### src/rtl/sme_stream_loader.sv
// sme_stream_loader: upstream feeder for the string-matching engine (SME).
// Buffers tagged byte records (string / pattern) in a FIFO and replays them
// to the SME one character per cycle with isstring/ispattern framing, then
// waits for the SME result before releasing further traffic.
// Optional build macro: SME_LDR_TIMEOUT_EN adds a WAIT_RES timeout counter.
module sme_stream_loader #(
    parameter int DEPTH   = 64,
    parameter int STR_MAX = 32,
    parameter int PAT_MAX = 8,
    parameter int TIMEOUT = 255
) (
    input  logic       clk,
    input  logic       reset,
    input  logic       in_valid,
    output logic       in_ready,
    input  logic [7:0] in_data,
    input  logic       in_type,
    input  logic       in_last,
    input  logic       sme_valid,
    output logic [7:0] chardata,
    output logic       isstring,
    output logic       ispattern,
    output logic       busy,
    output logic       err
);
    localparam int AW   = $clog2(DEPTH);
    localparam int LMAX = (STR_MAX > PAT_MAX) ? STR_MAX : PAT_MAX;
    localparam int LW   = $clog2(LMAX + 1);
    localparam logic [LW-1:0] STR_LIM = LW'(STR_MAX);
    localparam logic [LW-1:0] PAT_LIM = LW'(PAT_MAX);
    localparam logic [LW-1:0] LEN_ONE = LW'(1);
    localparam logic [AW:0]   PTR_ONE = (AW+1)'(1);
    localparam logic [AW:0]   CNT_TWO = (AW+1)'(2);
    localparam logic [AW:0]   FULL_CNT = (AW+1)'(DEPTH);

    localparam logic [1:0] IDLE     = 2'd0;
    localparam logic [1:0] SEND     = 2'd1;
    localparam logic [1:0] GAP      = 2'd2;
    localparam logic [1:0] WAIT_RES = 2'd3;

    // Character storage: {type, last, data}
    logic [9:0]    mem [DEPTH];
    // Per-record descriptors (type and stored length), one per complete record,
    // so the read side knows record boundaries without a combinational RAM read.
    logic          desc_type [DEPTH];
    logic [LW-1:0] desc_len  [DEPTH];

    logic [AW:0]   wr_ptr_reg, rd_ptr_reg;
    logic [AW-1:0] dwr_ptr_reg, drd_ptr_reg;
    logic [AW:0]   rec_cnt_reg;
    logic [AW:0]   fill;
    logic          fifo_full;

    // Input side
    logic [LW-1:0] len_cnt_reg, len_inc, len_lim;
    logic          drop_reg, first_drop_reg;
    logic          accept, stored_last, wr_en, desc_push, trunc_err;

    // Read side
    logic [1:0]    state_reg;
    logic [LW-1:0] rem_reg;
    logic          type_reg, drain_reg, have_str_reg;
    logic          frame_reg, err_reg;
    logic [9:0]    rd_data_reg;
    logic          unused_last;

    logic          head_type, next_type;
    logic [LW-1:0] head_len, next_len;
    logic [AW-1:0] next_idx;
    logic          start_send, start_drain;
    logic [LW-1:0] cur_rem;
    logic          cur_type, cur_drain;
    logic          pop, last_pop;
    logic          timeout_hit;

    assign fill      = wr_ptr_reg - rd_ptr_reg;
    assign fifo_full = (fill == FULL_CNT);
    assign in_ready  = !fifo_full && !reset;

    assign accept      = in_valid && in_ready;
    assign len_lim     = in_type ? PAT_LIM : STR_LIM;
    assign len_inc     = len_cnt_reg + LEN_ONE;
    assign stored_last = in_last || (len_inc == len_lim);
    assign wr_en       = accept && !drop_reg;
    assign desc_push   = wr_en && stored_last;
    assign trunc_err   = accept && drop_reg && first_drop_reg;

    // Storage writes; no reset so the arrays map onto block RAM
    always_ff @(posedge clk) begin
        if (wr_en) begin
            mem[wr_ptr_reg[AW-1:0]] <= {in_type, stored_last, in_data};
        end
        if (desc_push) begin
            desc_type[dwr_ptr_reg] <= in_type;
            desc_len[dwr_ptr_reg]  <= len_inc;
        end
    end

    // Write pointers, record count and the truncation/drop tracker
    always_ff @(posedge clk) begin
        if (reset) begin
            wr_ptr_reg     <= '0;
            dwr_ptr_reg    <= '0;
            rec_cnt_reg    <= '0;
            len_cnt_reg    <= '0;
            drop_reg       <= 1'b0;
            first_drop_reg <= 1'b0;
        end else begin
            if (wr_en)     wr_ptr_reg  <= wr_ptr_reg + PTR_ONE;
            if (desc_push) dwr_ptr_reg <= dwr_ptr_reg + AW'(1);
            rec_cnt_reg <= rec_cnt_reg + (AW+1)'(desc_push) - (AW+1)'(last_pop);
            if (accept) begin
                if (drop_reg) begin
                    first_drop_reg <= 1'b0;
                    if (in_last) drop_reg <= 1'b0;
                end else if (stored_last) begin
                    len_cnt_reg <= '0;
                    if (!in_last) begin
                        drop_reg       <= 1'b1;
                        first_drop_reg <= 1'b1;
                    end
                end else begin
                    len_cnt_reg <= len_inc;
                end
            end
        end
    end

    assign head_type = desc_type[drd_ptr_reg];
    assign head_len  = desc_len[drd_ptr_reg];
    assign next_idx  = drd_ptr_reg + AW'(1);
    assign next_type = desc_type[next_idx];
    assign next_len  = desc_len[next_idx];

    // Decide whether the head record is sent, discarded, or left waiting
    always_comb begin
        start_send  = 1'b0;
        start_drain = 1'b0;
        if (state_reg == IDLE && rec_cnt_reg != '0) begin
            if (!head_type) begin
                if (rec_cnt_reg >= CNT_TWO) begin
                    if (next_type) start_send  = 1'b1;
                    else           start_drain = 1'b1;
                end
            end else begin
                if (have_str_reg) start_send  = 1'b1;
                else              start_drain = 1'b1;
            end
        end
    end

    // Current record context: from the descriptor on the first pop, then held
    always_comb begin
        if (state_reg == SEND) begin
            cur_rem   = rem_reg;
            cur_type  = type_reg;
            cur_drain = drain_reg;
        end else begin
            cur_rem   = head_len;
            cur_type  = head_type;
            cur_drain = start_drain;
        end
    end

    assign pop      = start_send || start_drain || (state_reg == SEND);
    assign last_pop = pop && (cur_rem == LEN_ONE);

`ifdef SME_LDR_TIMEOUT_EN
    logic [7:0] to_cnt_reg;

    // Cycles spent in WAIT_RES without a result
    always_ff @(posedge clk) begin
        if (reset || state_reg != WAIT_RES) begin
            to_cnt_reg <= '0;
        end else if (!timeout_hit) begin
            to_cnt_reg <= to_cnt_reg + 8'd1;
        end
    end

    assign timeout_hit = (state_reg == WAIT_RES) && !sme_valid &&
                         (to_cnt_reg == 8'(TIMEOUT - 1));
`else
    logic [7:0] unused_timeout;
    assign unused_timeout = 8'(TIMEOUT);
    assign timeout_hit    = 1'b0;
`endif

    // Registered read of the head entry; it becomes chardata one cycle later
    always_ff @(posedge clk) begin
        if (pop) rd_data_reg <= mem[rd_ptr_reg[AW-1:0]];
    end

    // Sequencer: replays string then pattern back-to-back, gap, wait for result
    always_ff @(posedge clk) begin
        if (reset) begin
            state_reg    <= IDLE;
            rd_ptr_reg   <= '0;
            drd_ptr_reg  <= '0;
            rem_reg      <= '0;
            type_reg     <= 1'b0;
            drain_reg    <= 1'b0;
            have_str_reg <= 1'b0;
            frame_reg    <= 1'b0;
            err_reg      <= 1'b0;
        end else begin
            frame_reg <= pop && !cur_drain;
            err_reg   <= trunc_err || start_drain || timeout_hit;
            if (pop)      rd_ptr_reg  <= rd_ptr_reg + PTR_ONE;
            if (last_pop) drd_ptr_reg <= drd_ptr_reg + AW'(1);
            if (pop && !cur_drain && !cur_type) have_str_reg <= 1'b1;
            case (state_reg)
                IDLE, SEND: begin
                    if (pop) begin
                        if (!last_pop) begin
                            state_reg <= SEND;
                            rem_reg   <= cur_rem - LEN_ONE;
                            type_reg  <= cur_type;
                            drain_reg <= cur_drain;
                        end else if (cur_drain) begin
                            state_reg <= IDLE;
                            drain_reg <= 1'b0;
                        end else if (!cur_type) begin
                            // No idle cycle between string and pattern
                            state_reg <= SEND;
                            rem_reg   <= next_len;
                            type_reg  <= 1'b1;
                            drain_reg <= 1'b0;
                        end else begin
                            state_reg <= GAP;
                        end
                    end
                end
                GAP: state_reg <= WAIT_RES;
                default: begin
                    if (sme_valid) begin
                        state_reg <= IDLE;
                    end else if (timeout_hit) begin
                        state_reg    <= IDLE;
                        have_str_reg <= 1'b0;
                    end
                end
            endcase
        end
    end

    assign unused_last = rd_data_reg[8];
    assign chardata    = frame_reg ? rd_data_reg[7:0] : 8'd0;
    assign isstring    = frame_reg && !rd_data_reg[9];
    assign ispattern   = frame_reg && rd_data_reg[9];
    assign busy        = (state_reg != IDLE);
    assign err         = err_reg;
endmodule

### config.mk
export PLATFORM = sky130hd
export DESIGN_NAME = sme_stream_loader
export DESIGN_NICKNAME = d
export VERILOG_FILES = /design/src/rtl/sme_stream_loader.sv
export SDC_FILE = /design/constraint.sdc
export NUM_CORES = 1
export LEC_CHECK = 0
export ABC_CLOCK_PERIOD_IN_PS = 4800
export CAP_MARGIN = 40
export CORE_MARGIN = 8
export CORE_UTILIZATION = 30
export CTS_CLUSTER_SIZE = 40
export DETAILED_ROUTE_END_ITERATION = 12
export PLACE_DENSITY = 0.53
export RECOVER_POWER = 50
export SKIP_CTS_REPAIR_TIMING = 1
export SYNTH_ARGS = -nofsm -noshare
export SYNTH_HDL_FRONTEND = slang
export SYNTH_SLANG_ARGS = --single-unit
### constraint.sdc
create_clock -name clk -period 4.8 [get_ports clk]
set_input_delay 0.96 -clock clk [delete_from_list [all_inputs] [get_ports clk]]
set_output_delay 0.96 -clock clk [all_outputs]
set_load 0.01 [all_outputs]
==> out/qor.yml, run 1 <==
cts_tree: "yes"
slew_viol_final: 937
viasPerCell: 5.29
syn_nets: 2528
power.share.clock: 0.368
max_clock_freq_mhz: 218
power_density_mw_per_mm2: 420
synthTopCellsByArea: "edfxtp_1, mux4_2, dfxtp_1"
io_pins: 27
grt_overflow_total: 0
clk_path_buf_depth: 3
hold_path.class: "reg -> reg"
placement.io_buffers: 26
cp_slowest_cell: "or4_1"
initial_utilization: 0.302
grt.met1_usage: 0.218
antenna_found_initial: 6
wl_per_cell_microns: 28.0
seq_power_share: 0.462
synthDistinctLibCells: 76
worst_slack_ns: 0.215
relSlewSlack: -1.47
fin_crit_ns: 4.59
yosysTopAreaCell: "edfxtp_1"
sw_frac_of_total: 0.252
internal_power_mw: 17.3
drive_gt1_frac: 0.303
cpLargestDelayFamily: "simple AND/OR/NAND/NOR gates"
stdcell_count: 4877
clk_pin_slew_ns: 0.07
dr.first_iter.drc_count: 2954
synthArstFlopShare: 0
synth_area_per_cell_sq_um: 19.0
synth_edf_count: 1033
nFillCells: 14567
die_area_sq_mm: 0.171
cp_common_cell: "nor2_1"
grt_pass1_wl_microns: 195000
remaining_drc_errors: 0
cp.arrival_ns: 5.15
met2_usage: 0.259
synth_warnings: 0
holdWs_ns: 0.479
drt_pre_antenna_iters: 5
area_growth_pct: 16.6
antenna_left: 0
start_kind: "register"
grt_max_degree: 148
clock_skew_ns: 0.0252
cts.sinks: 1093
dp_hpwl_microns: 91900
root_buffer: "clkbuf_16"
crit_fanout: 7
routabilityCongestion: 0.910
hold_depth: 1
grt_pass1_vias: 26287
crit_path_end_kind: "register"
multiInputGateArea_sq_mm: 0.0143
dp_slack_ns: 0.0759
cp_cell_sequence: "buf_4 -> mux4_2 -> nor2b_1 -> or4_1 -> a211o_1 -> o21ai_0 -> ha_1 -> o31a_1 -> nand4b_4 -> nand2b_4 -> inv_2 -> ha_4 -> inv_2 -> ha_4 -> fa_2 -> a21oi_2 -> nor2_1 -> nor2_1 -> nor2_1 -> nor2_1 -> o21bai_1 -> xor2_1 -> nor2_1"
worstMarginPinSlew_ns: 3.71
seqCellArea_sq_mm: 0.0322
largest_reg_flops: 576
totalWireLength_microns: 137000
h-tree-depth: 3
worstSetupPathType: "reg -> reg"
synth_cells: 2486
globalRouteMet3Util: 0.0229
cap_violations: 17
rrSetupSlack_ns: 0.21
numCtsBuffers: 105
status: "finished, violations left"
p_switching_mw: 5.83
top_usage_layer: "met2"
violations: "capacitance limit, slew limit"
crit_buf_inv: 3
grtUsageTotal: 0.157
placedCellCount: 4673
period_share: 0.955
ys_ff_latch: 1093
rows: 145
finalHoldViolations: 0
critPathMaxStageDelay_ns: 0.54
fin_nets: 2770
clk_latency_ns: 0.69
die_x_microns: 413
num_vias: 25781
combPwrFrac: 0.170
finalSetupViolCount: 0
core_area_sq_mm: 0.156
required_ns: 5.36
synth_area_sq_mm: 0.0473
synth.most_common_cell: "edfxtp_1"
ir_drop_mv: 0.341
path_depth: 23
leakage_nw: 16.5
reg2regPathDepth: 23
die_h_microns: 413
seq_area_frac_synth: 0.682
synth_flop_cell: "edfxtp_1"
yosys-top-cells-count: "edfxtp_1, mux4_2, nor2_1"
rsz0062_at_grt: "false"
netlist.area_leader.share: 0.656
## power groups by stage
stage          logic (mW)  clock network (mW)  registers [mW]
2_1_floorplan        2.61                   0            10.8
3_3_place_gp         3.97                   0            10.9
3_5_place_dp         4.00                   0            10.9
4_1_cts              4.02                8.70            10.7
5_1_grt              4.19                9.02            10.7
6_report             3.93                8.52            10.7
## metal layers
metal  up-vias  share of wire
li1      10769              -
met4         0          0.023
met5         -              0
met1     13934           0.43
met3       181          0.067
met2       897           0.48
## path summary, 6_finish.rpt
kind / start / end
worst min-delay path: drop_reg / first_drop_reg
worst max-delay path: register / rec_cnt_reg[6]
worst min register to register: drop_reg / first_drop_reg
worst max register to register: register / rec_cnt_reg[6]
## cell type report
type	instances	share of cell area
clock buffers	129	0.0501
repair buffers	292	0.0419
well taps	2058	0.0467
flip-flops and latches	1093	0.585
diodes	2	0.0000908
inverters	42	0.00286
clock inverters	67	0.0136
multi-input cells	1194	0.259
## placed cells by master, fill, tap and decap left out, drive strengths merged, types with 8 or more instances in the layout
master and n:
or3 12, edfxtp 1033, inv 43, a211oi 11
nand3 47, a31oi 9, nand2 72, a21oi 44
dfxtp 60, xor2 8, or2 10, a22oi 28
buf 248, nand4 13, clkinv 46, and2 16
xnor2 23, nor3 9, mux2i 96, nor2b 25
clkbuf 157, dlygate4sd3 10, nand2b 14, ha 27
nand3b 9, nand4b 8, mux4 402, bufinv 16
nor2 183, o21ai 34
## through the flow
step                      utilization  cell area [sq um]  power, mW  setup TNS, ns
after floorplan                     -              47300       13.4              0
after global routing            0.352              55100       23.9              0
after detailed placement        0.330              51600       14.9              0
after CTS                       0.353              55100       23.4              0
after global placement          0.330              51500       14.8         -0.131
final                           0.352              55100       23.1              0
## cells by family after synthesis
| group | after synthesis | share of synthesized area |
|---|---|---|
| AO/OA/AOI/OAI | 191 | 0.0283 |
| XOR/XNOR | 31 | 0.00590 |
| adder cells (fa/ha/maj) | 28 | 0.00757 |
| buffers and inverters | 199 | 0.0183 |
| flip-flops | 1093 | 0.682 |
| multiplexers | 504 | 0.213 |
| AND/OR/NAND/NOR | 440 | 0.0450 |
No activity file was read; power rests on OpenSTA's default activity.
==> run 2, diff against run 1 <==
Settings changed: ABC_AREA set to 1, SLEW_MARGIN set to 25.
==> out/qor.yml, run 2 <==
synth_cells: 4546
nFillCells: 16014
rsz0062_at_grt: "false"
remaining_drc_errors: 0
core_area_sq_mm: 0.161
netlist.area_leader.share: 0.638
relSlewSlack: -0.846
synth.most_common_cell: "edfxtp_1"
yosysTopAreaCell: "edfxtp_1"
finalSetupViolCount: 0
synth_area_sq_mm: 0.0486
grt_pass1_wl_microns: 221000
grt_pass1_vias: 33345
synth_flop_cell: "edfxtp_1"
p_switching_mw: 8.55
synth_edf_count: 1033
synthDistinctLibCells: 46
clock_skew_ns: 0.0381
cts_tree: "yes"
antenna_left: 0
largest_reg_flops: 576
dp_hpwl_microns: 90200
status: "finished, violations left"
leakage_nw: 18.6
wl_met2_microns: 68500
totalWireLength_microns: 149000
h-tree-depth: 3
die_area_sq_mm: 0.175
drt-met1-wl_microns: 65700
drt_pre_antenna_iters: 6
num_vias: 35753
wl_per_cell_microns: 21.9
internal_power_mw: 17.3
worstMarginPinSlew_ns: 2.77
r2r-start: "drd_ptr_reg[0]"
period_share: 0.949
sw_frac_of_total: 0.331
final_cell_mix: "edfxtp_1, nor2_1, nand2_1"
setup-tns-final_ns: 0
grt_max_degree: 215
crit_path_end_kind: "register"
highest_layer: "met4"
ir_drop_mv: 0.423
cp-startpoint: "in_type"
required_ns: 5.20
fin_crit_ns: 4.56
mostFrequentLayoutCell: "edfxtp_1"
slew_viol_final: 800
crit_fanout: 47
viasPerCell: 5.24
die_h_microns: 419
start_kind: "input pin"
root_buffer: "clkbuf_16"
hold_path.class: "reg -> reg"
hp-start: "type_reg"
routabilityCongestion: 0.881
rows: 147
power.share.clock: 0.333
antenna_found_initial: 2
clk_latency_ns: 0.74
drive_gt1_frac: 0.0793
synthTopCellsByArea: "edfxtp_1, o21ai_0, nor2_1"
violations: "capacitance limit, slew limit"
cp.arrival_ns: 4.95
numCtsBuffers: 108
post-route-util: 0.345
ys_ff_latch: 1093
seq_area_frac_synth: 0.662
syn_nets: 4588
area_growth_pct: 13.9
max_clock_freq_mhz: 219
dr_wl_met3_microns: 11000
synth_area_per_cell_sq_um: 10.7
worstSetupPathType: "in -> reg"
clk_path_buf_depth: 3
cts.sinks: 1093
grtUsageTotal: 0.164
seq_power_share: 0.417
cap_violations: 20
io_pins: 27
power_density_mw_per_mm2: 466
clk_pin_slew_ns: 0.06
placement.io_buffers: 26
synthArstFlopShare: 0
die_x_microns: 419
dr.first_iter.drc_count: 4293
grt_overflow_total: 0
initial_utilization: 0.303
yosys-top-cells-count: "edfxtp_1, nor2_1, nand2_1"
combPwrFrac: 0.250
synth_warnings: 0
fin_nets: 4604
finalHoldViolations: 0
[run 2: critical path, cell delays in order]
cell      delay, ns
clkbuf_1       0.46
clkbuf_1       1.63
clkbuf_2       1.05
clkbuf_2       0.78
[run 2: final timing paths]
path / endpoint / slack (ns) / cells past startpoint
max: desc_type[15] / 0.24 / 4
min: type_reg / 0.46 / 2
max reg2reg: rem_reg[0] / 0.34 / 15
min reg2reg: type_reg / 0.46 / 2
[run 2: cell type report]
type                            count  area [sq um]  area share
Timing Repair Buffer              227          1890      0.0341
Inverter                          140           548     0.00989
Clock buffer                      141          2890      0.0521
Clock inverter                     62           649      0.0117
Tap cell                         2160          2700      0.0488
Sequential cell                  1093         32200       0.582
Antenna cell                        3          7.51    0.000135
Multi-Input combinational cell   2992         14500       0.261
[run 2: routing by layer]
layer | global-route usage | up-vias
li1 | - | 16464
met1 | 0.233 | 17574
met2 | 0.259 | 1494
met3 | 0.0252 | 221
met4 | 0.0467 | 0
met5 | 0 | -
[run 2: power groups by stage]
stage | sequential [mW] | combinational [mW] | clock (mW)
6_report | 10.8 | 6.45 | 8.59
5_1_grt | 10.8 | 7.08 | 9.09
4_1_cts | 10.8 | 6.47 | 8.73
3_5_place_dp | 11.0 | 6.45 | 0
3_3_place_gp | 11.0 | 6.40 | 0
2_1_floorplan | 10.9 | 4.22 | 0
[run 2: logic make-up (layout without fill, tap and decap cells)]
group	Yosys count	count (layout)	synth area share
AOI/OAI and AO/OA	1019	1019	0.121
xor gates and xnor gates	21	21	0.00432
adders and majority gates	28	28	0.00736
buffers and inverters	461	570	0.0403
DFF	1093	1093	0.662
other	0	3	0
and+or+nand+nor	1924	1924	0.165
[run 2: per-stage QoR]
| stage | instances | setup WS [ns] | hold slack [ns] | total power, mW | cell area (sq um) |
|---|---|---|---|---|---|
| 3_3_place_gp | 6547 | 0.416 | 0.442 | 17.4 | 51500 |
| 6_report | 6818 | 0.243 | 0.459 | 25.8 | 55400 |
| 5_1_grt | 6815 | 0.0693 | 0.473 | 27.0 | 55400 |
| 4_1_cts | 6802 | 0.407 | 0.452 | 26.0 | 55400 |
| 3_5_place_dp | 6599 | 0.448 | 0.443 | 17.4 | 51900 |
| 2_1_floorplan | 4546 | 0.0593 | 0.426 | 15.1 | 48600 |
==> run 3, diff against run 2 <==
Settings changed: CTS_BUF_LIST set to sky130_fd_sc_hd__clkbuf_2 sky130_fd_sc_hd__clkbuf_4 sky130_fd_sc_hd__clkbuf_8.
==> out/qor.yml, run 3 (synthesized netlist as in run 2, its figures left out) <==
rows: 147
path_depth: 15
initial_utilization: 0.303
slew_viol_final: 768
critPathMaxStageDelay_ns: 0.57
leakage_nw: 18.7
grt_pass1_vias: 33950
finalHoldViolations: 0
cts.sinks: 1093
dr.first_iter.drc_count: 4140
antenna_found_initial: 3
cp_cell_sequence: "inv_1 -> ha_1 -> inv_1 -> a21oi_1 -> o21bai_1 -> a21o_1 -> nand2_1 -> nand2_1 -> nand2_1 -> nand2_1 -> nand2_1 -> nand4_1 -> nand2_1 -> inv_1 -> clkdlybuf4s50_1"
largest_reg_flops: 576
core_area_sq_mm: 0.161
cap_violations: 20
rsz0062_at_grt: "false"
hold_depth: 2
worstSetupPathType: "reg -> out"
cts_tree: "yes"
placement.io_buffers: 26
remaining_drc_errors: 0
antenna_left: 0
crit_path_end_kind: "primary output"
die_area_sq_mm: 0.175
dp_hpwl_microns: 90200
viasPerCell: 5.22
routabilityCongestion: 0.881
die_x_microns: 419
clk_path_buf_depth: 3
start_kind: "register"
drt_pre_antenna_iters: 6
finalSetupViolCount: 0
grt_max_degree: 215
period_share: 0.927
grtUsageTotal: 0.166
relSlewSlack: -1.44
violations: "capacitance limit, slew limit"
clock_skew_ns: 0.0471
grt_pass1_wl_microns: 223000
fin_nets: 4666
reg2regPathDepth: 15
ir_drop_mv: 0.422
wl_per_cell_microns: 21.7
setup-tns-final_ns: 0
holdWs_ns: 0.462
fin_crit_ns: 4.45
worstMarginPinSlew_ns: 3.67
clk_pin_slew_ns: 0.06
required_ns: 3.84
nFillCells: 16124
cp.arrival_ns: 3.49
num_vias: 36084
cpLargestDelayFamily: "buffers and inverters"
dp_slack_ns: 0.448
cp_common_cell: "nand2_1"
h-tree-depth: 4
crit_buf_inv: 4
drive_gt1_frac: 0.103
io_pins: 27
mostFrequentLayoutCell: "edfxtp_1"
worst_slack_ns: 0.353
max_clock_freq_mhz: 225
final_cell_mix: "edfxtp_1, nor2_1, nand2_1"
status: "finished, violations left"
totalWireLength_microns: 150000
grt_overflow_total: 0
crit_fanout: 7
numCtsBuffers: 171
root_buffer: "clkbuf_8"
cp_slowest_cell: "clkdlybuf4s50_1"
die_h_microns: 419
clk_latency_ns: 0.89
area_growth_pct: 13.7
hold_path.class: "reg -> reg"
power_density_mw_per_mm2: 458
==> run 3: power by group <==
| part | switching (mW) | internal [mW] | total, mW |
|---|---|---|---|
| logic | 4.63 | 1.83 | 6.46 |
| registers | 0.135 | 10.6 | 10.8 |
| clock network | 3.84 | 4.27 | 8.11 |
| total | 8.60 | 16.8 | 25.4 |
==> run 3: worst min-delay path, delay by kind of cell (launching register included) <==
family / cells / cell delay, ns
flops: 1 / 0.30
compound gates: 1 / 0.06
buf+inv: 1 / 0.06
==> run 3: layout make-up <==
| type | instances | area, sq um | area share |
|---|---|---|---|
| Clock buffer | 237 | 2870 | 0.0518 |
| Multi-Input combinational cell | 2992 | 14500 | 0.262 |
| Antenna cell | 3 | 7.51 | 0.000136 |
| Clock inverter | 68 | 573 | 0.0104 |
| Inverter | 140 | 548 | 0.00991 |
| Sequential cell | 1093 | 32200 | 0.583 |
| Tap cell | 2160 | 2700 | 0.0489 |
| Timing Repair Buffer | 226 | 1880 | 0.0341 |
==> run 3: metrics by stage <==
step	area, sq um	util	std cells	power, mW
after floorplan	48600	-	4546	15.1
after global placement	51500	0.320	6547	17.4
after detailed placement	51900	0.323	6599	17.4
after CTS	55300	0.344	6904	25.5
after global routing	55300	0.344	6917	26.6
final	55300	0.344	6919	25.4
==> run 3: worst paths after layout <==
kind                   from         end  slack, ns
max           wr_ptr_reg[0]    in_ready       0.35
min                type_reg    type_reg       0.46
max reg2reg  drd_ptr_reg[0]  rem_reg[0]       0.36
min reg2reg        type_reg    type_reg       0.46
==> run 3: layer usage <==
layer  up-vias  global-route usage  share of wire
met4         0              0.0547          0.027
met3       264              0.0288          0.074
li1      16597                   -              -
met5         -                   0              0
met2      1523               0.261           0.46
met1     17700               0.232           0.44
